**src/rtl/asymmetric_fifo.sv**
```systemverilog
// Wide-in / narrow-out FIFO on LUT RAM; a written word is readable the cycle after its write edge.
// Writes stall while DEPTH_IN words are resident; reads stall while empty; flush clears both pointers.
module asymmetric_fifo #(
    parameter int WIDTH_IN  = 64,
    parameter int WIDTH_OUT = 8,
    parameter int DEPTH_IN  = 32,
    parameter bit MSB_FIRST = 1'b0,
    localparam int RATIO        = WIDTH_IN / WIDTH_OUT,
    localparam int LANE_W       = $clog2(RATIO),
    localparam int ADDR_A_WIDTH = $clog2(DEPTH_IN),
    localparam int ADDR_B_WIDTH = ADDR_A_WIDTH + LANE_W
) (
    input  logic                  clk,
    input  logic                  rst_n,
    input  logic                  flush,
    input  logic                  in_valid,
    output logic                  in_ready,
    input  logic [WIDTH_IN-1:0]   in,
    output logic                  out_valid,
    input  logic                  out_ready,
    output logic [WIDTH_OUT-1:0]  out,
    output logic [ADDR_B_WIDTH:0] level,
    output logic                  full,
    output logic                  empty
);

    localparam logic [ADDR_A_WIDTH:0] WORDS_FULL = (ADDR_A_WIDTH+1)'(DEPTH_IN);
    localparam logic [ADDR_A_WIDTH:0] WR_INC     = (ADDR_A_WIDTH+1)'(1);
    localparam logic [ADDR_B_WIDTH:0] RD_INC     = (ADDR_B_WIDTH+1)'(1);

    logic [ADDR_A_WIDTH:0]  r_wr_ptr;
    logic [ADDR_B_WIDTH:0]  r_rd_ptr;
    logic [WIDTH_OUT-1:0]   r_mem [RATIO][DEPTH_IN];

    logic [ADDR_A_WIDTH:0]  w_rd_word;
    logic [LANE_W-1:0]      w_lane;
    logic                   w_wr_fire;
    logic                   w_rd_fire;

    assign w_rd_word = r_rd_ptr[ADDR_B_WIDTH:LANE_W];
    // RATIO is a power of two, so RATIO-1-idx is just the bitwise inverse of idx.
    assign w_lane    = MSB_FIRST ? ~r_rd_ptr[LANE_W-1:0] : r_rd_ptr[LANE_W-1:0];

    assign level     = {r_wr_ptr, {LANE_W{1'b0}}} - r_rd_ptr;
    assign full      = (r_wr_ptr - w_rd_word) == WORDS_FULL;
    assign empty     = (level == '0);
    assign in_ready  = !full;
    assign out_valid = !empty;
    assign out       = r_mem[w_lane][w_rd_word[ADDR_A_WIDTH-1:0]];

    assign w_wr_fire = in_valid & in_ready & !flush;
    assign w_rd_fire = out_valid & out_ready & !flush;

    always_ff @(posedge clk) begin
        if (w_wr_fire) begin
            for (int l = 0; l < RATIO; l++) begin
                r_mem[l][r_wr_ptr[ADDR_A_WIDTH-1:0]] <= in[l*WIDTH_OUT +: WIDTH_OUT];
            end
        end
    end

    always_ff @(posedge clk or negedge rst_n) begin
        if (!rst_n) begin
            r_wr_ptr <= '0;
            r_rd_ptr <= '0;
        end else if (flush) begin
            r_wr_ptr <= '0;
            r_rd_ptr <= '0;
        end else begin
            if (w_wr_fire) r_wr_ptr <= r_wr_ptr + WR_INC;
            if (w_rd_fire) r_rd_ptr <= r_rd_ptr + RD_INC;
        end
    end

endmodule
```
**config.mk**
```make
export PLATFORM = sky130hd
export DESIGN_NAME = asymmetric_fifo
export DESIGN_NICKNAME = d
export VERILOG_FILES = /design/src/rtl/asymmetric_fifo.sv
export SDC_FILE = /design/constraint.sdc
export NUM_CORES = 2
export LEC_CHECK = 0
export CORE_MARGIN = 2
export CORE_UTILIZATION = 62
export CTS_CLUSTER_DIAMETER = 150
export DETAILED_ROUTE_END_ITERATION = 8
export PLACE_DENSITY_LB_ADDON = 0.15
export SYNTH_ARGS = -nofsm -noshare
export SYNTH_HDL_FRONTEND = slang
export SYNTH_SLANG_ARGS = --single-unit
```
**constraint.sdc**
```tcl
create_clock -name clk -period 7.52 [get_ports clk]
set_clock_uncertainty 0.2 [all_clocks]
set_input_delay 0.752 -clock clk [delete_from_list [all_inputs] [get_ports clk]]
set_output_delay 0.752 -clock clk [all_outputs]
set_load 0.03 [all_outputs]
```
; Yosys cells after proc, flatten, opt, wreduce, memory -nomap -nowiden
; Memories as Yosys holds them, arrays and structs flattened.
; Cells that the tools add are included.
[op_classes]
n_addsub = 4
magnitude_cmp = 3
eq_ne = 1
n_mux = 11
bitwise = 6
n_reduce_logical = 7
[op_table]
columns = op, n
row1 = two-way mux 256 bit, 1
row2 = binary-select mux 8 bit (select 5 bit), 1
row3 = demux 8 bit (select 5 bit), 1
row4 = two-way mux 8 bit, 3
row5 = two-way mux 9 bit, 2
row6 = ">= comparator 6 bit, second input constant", 2
row7 = two-way mux 6 bit, 2
row8 = inverter 5 -> 6 bit, 2
row9 = "adder 9 x 1 -> 9 bit, second input constant", 1
row10 = zero test 9 bit, 1
row11 = subtractor 9 bit, 1
row12 = "adder 6 x 1 -> 6 bit, second input constant", 1
row13 = "equality test 6 bit, second input constant", 1
row14 = "< comparator 6 x 1 -> 1 bit, second input constant", 1
row15 = subtractor 6 bit, 1
row16 = AND 1 bit, 4
row17 = nonzero test 2 bit, 2
row18 = zero test 1 bit, 3
row19 = logical AND 1 bit, 1
row20 = two-way mux 1 bit, 1
[word_totals]
register_bits = 15
mem_bits_rw = 2048
out_inout_bits = 21
n_memories = 1
[memory_table]
columns = memory, depth, width, read_ports, rd_ports_with_merged_regs, write_ports, line
row1 = r_mem, 8, 256, 1, 0, 8, 33  ; logic [WIDTH_OUT-1:0] r_mem [RATIO][DEPTH_IN];

; Depth between registers and ports, before layout
[logic_depth]
ltp_word = 7
depth_mapped = 16

; Worst setup path before layout
; No wires, ideal clock.
[synth_timing]
path_kind = reg-to-reg
from = register r_rd_ptr[4]
to = memory r_mem[0][224] (netlist name) (enable)
setup_time_ns = 0.487
arrival_time_ns = 5.535
required_ns = 6.833
slack_ns = 1.298
stages_incl_launch_ff = 12
path_buffers = 1
cell_sequence = dfrtp_1 > clkbuf_1 > inv_1 > ha_1 > nor2b_1 > o21ai_0 > a21o_1 > a2111oi_2 > nor3_1 > inv_1 > nand4_1 > nor2_1
[synth_lines]
columns = item, line
row1 = start: declaration, 32  ; logic [ADDR_B_WIDTH:0] r_rd_ptr;
row2 = start signal: assignment, 71  ; if (w_rd_fire) r_rd_ptr <= r_rd_ptr + RD_INC;
row3 = end: declaration, 33

; Worst setup path after layout
[layout_timing]
from = register r_rd_ptr[0]
to = output port out[4]
[layout_via]
elab_chain_cells = 4
[layout_rtl]
columns = item, line
row1 = memory (8 x 256 bit), n/a
row2 = binary-select mux 8 bit (select 5 bit), 49  ; assign out = r_mem[w_lane][w_rd_word[ADDR_A_WIDTH-1:0]];
row3 = two-way mux 8 bit (implied by the code) (2 in a row), 49
row4 = end: declaration, 21  ; output logic [WIDTH_OUT-1:0] out,
; No other way between the ends. The select of a mux whose other input is x is not followed.

==> impl_metrics.tcl <==
set metrics [dict create \
    p_total_mw 24.0 \
    syn_to_final_growth_pct 10.7 \
    worstHoldPathType "in2async" \
    startpoint_type "flop" \
    status "finished clean" \
    synth-async-reset-ratio 0.00727 \
    worstPathRequired_ns 6.57 \
    syn_area_um2 80700 \
    ys_types 75 \
    grt_max_degree 117 \
    maxSlewViolCount 0 \
    cts_inserted_buffers 197 \
    grt_use_total 0.312 \
    cts_sinks 2063 \
    yosys.area.top_type "edfxtp_1" \
    synthesis.instances 3867 \
    synth_common_cells "2048 x edfxtp_1, 354 x mux2i_1, 353 x mux4_2" \
    setup_viol 0 \
    switching_share 0.222 \
    worstMarginPinSlew_ns 1.46 \
    initial_core_util 0.624 \
    max_stage_delay_ns 0.97 \
    synth_nets 3950 \
    avgSynthCellArea_um2 20.9 \
    ctsHoldBuffers 0 \
    endpoint_kind "primary output" \
    drt-vias-per-instance 6.92 \
    tns_ns 0 \
    io_buffers 89 \
    layout-drive-gt1-share 0.199 \
    cp_num_buf_inv 2 \
    rows 132 \
    num_vias 41300 \
    cp.depth 9 \
    die_w_um 365 \
    cts-root-buf "clkbuf_16" \
    path_class "reg2out" \
    seqPwrFrac 0.532 \
    htreeDepth 4 \
    tritoncts "built" \
    synth.yosys.seq_area_share 0.767 \
    ys_ff_latch 2063 \
    powerDensity_nw_per_um2 268 \
    worstPathCellList "buf_4 > mux2i_1 > o221ai_1 > nor3_1 > o21ai_0 > nand4_1 > or4_1 > a211oi_1 > clkdlybuf4s50_1" \
    drv_cap 0 \
    post-cts-setup-buffers 0 \
    clk_pin_slew_ns 0.06 \
    synth_area_leaders "edfxtp_1 76%, mux4_2 9.9%, mux2i_1 4.4%" \
    peakVddDrop_v 0.000274 \
    synth_edf_count 2048 \
    place_area_um2 83300 \
    drc_errors 0 \
    die_area_um2 133000 \
    ys.warnings.count 0 \
    fin_area_um2 89300 \
    slowest_stage "dfrtp_4" \
    combPwrFrac 0.082 \
    hpwl_um 109000 \
    cts_buffer_depth 3 \
    fmax_ghz 0.152 \
    clk_latency_ns 0.84 \
    gp_congestion 0.856 \
    ios 90 \
    globalRouteOverflowTotal 0 \
    wl_per_cell_um 34.1 \
    maxSlewHeadroom 0.0275 \
    routed_wl_um 204000 \
    drt-pass1-iter-count 6 \
    cts_resized 0 \
    net-switching-power_mw 5.31 \
    rsz0062_at_grt "no" \
    layout.nets 4144 \
    period_minus_slack_ns 6.58 \
    antenna_found_initial 12 \
    p_int_mw 18.6 \
    yosysMostFrequentCell "edfxtp_1" \
    fp.dieH_um 365 \
    synth-main-ff-cell "edfxtp_1" \
    finalCritPeriodShare 0.875 \
    power_frac_clock 0.386 \
    cpLargestDelayFamily "compound AO/OA/AOI/OAI gates" \
    yosysTopAreaCellShare 0.762 \
    grt_pass1_vias 41200 \
    hold_viol 0 \
    reg2reg_depth 10 \
    leakagePower_nw 27.5 \
    ant_nets 0 \
    core_area_um2 129000 \
    cp_max_fo 36 \
    drt-initial-drc-count 5723 \
    worstPathArrival_ns 5.63 \
    grt_pass1_wl_um 292000 \
]
## layout by cell type, fill, tap and decap left out, drive strengths merged, types with 10 or more instances in the layout
cell type | netlist | layout
nor2 | 103 | 103
edfxtp | 2048 | 2048
nand2 | 68 | 68
or3 | 12 | 12
mux4 | 356 | 356
o221ai | 137 | 137
nand3 | 18 | 18
inv | 15 | 21
a22oi | 39 | 39
clkbuf | 65 | 258
ha | 13 | 13
o22ai | 64 | 64
nor3 | 52 | 52
nor4 | 21 | 21
nand4 | 13 | 13
a21oi | 117 | 117
o21ai | 59 | 59
buf | 152 | 167
or4 | 10 | 10
mux2i | 354 | 354
clkdlybuf4s50 | 0 | 44
clkinv | 2 | 89
dfrtp | 15 | 15
## path summary, 6_finish.rpt
| kind | start | end | slack, ns |
|---|---|---|---|
| worst min register to register | r_wr_ptr[5]$_DFFE_PN0P_ | r_wr_ptr[5]$_DFFE_PN0P_ | 0.39 |
| worst max-delay path | r_rd_ptr[0]$_DFFE_PN0P_ | out[4] | 0.94 |
| worst max register to register | r_rd_ptr[7]$_DFFE_PN0P_ | r_mem[2][101]$_DFFE_PP_ | 1.96 |
| worst min-delay path | rst_n | r_rd_ptr[4]$_DFFE_PN0P_ | 0.22 |
| max in group asynchronous | rst_n | r_rd_ptr[2]$_DFFE_PN0P_ | 6.25 |
| min in group clk | in[28] | r_mem[3][108]$_DFFE_PP_ | 0.33 |
## power groups by stage
stage / Sequential (mW) / Clock (mW) / Combinational (mW)
final: 12.7 / 9.25 / 1.96
after global routing: 12.7 / 9.81 / 2.07
after CTS: 12.7 / 9.35 / 1.97
after detailed placement: 13.0 / 0 / 1.96
after global placement: 13.0 / 0 / 1.95
after floorplan: 13.0 / 0 / 1.38
## stage by stage
stage / cells / util / hold slack [ns] / worst slack (ns)
global route: 5963 / 0.691 / 0.237 / 0.860
CTS: 5963 / 0.691 / 0.179 / 0.931
finish: 5964 / 0.691 / 0.219 / 0.937
detailed placement: 5604 / 0.644 / 0.373 / 1.82
global placement: 5604 / 0.644 / 0.361 / 1.84
floorplan: 3867 / - / 0.256 / 1.30
## kinds of logic after synthesis
kind of cell               count (synthesis)  share of synthesized area
and+or+nand+nor                          340                     0.0209
xor gates and xnor gates                   8                   0.000868
buffers and inverters                    234                     0.0216
adders and majority gates                 14                    0.00226
AOI/OAI and AO/OA                        493                     0.0434
DFF                                     2063                      0.767
muxes                                    715                      0.144
## metal layers
metal  share of wire  GRT usage  up-vias  wire length [µm]
li1                -          -    16800                 -
met1            0.38      0.444    21700             78100
met2            0.48      0.491     2425             97800
met3            0.10     0.0609      392             20400
met4           0.036      0.113       12              7280
met5         0.00032          0        -                66
## flip-flops by register name, indices dropped and copies added (netlist names)
register  flops
r_rd_ptr      9
r_mem      2048
r_wr_ptr      6
## area by class of cell
cell class,instances,area (µm²)
Timing Repair Buffer,212,1840
Fill cell,7900,40000
Inverter,17,68.8
Clock buffer,257,5240
Multi-Input combinational cell,1570,17400
Sequential cell,2063,61900
Tap cell,1742,2180
Antenna cell,1,2.50
Clock inverter,102,718
No activity file was read; power rests on OpenSTA's default activity.
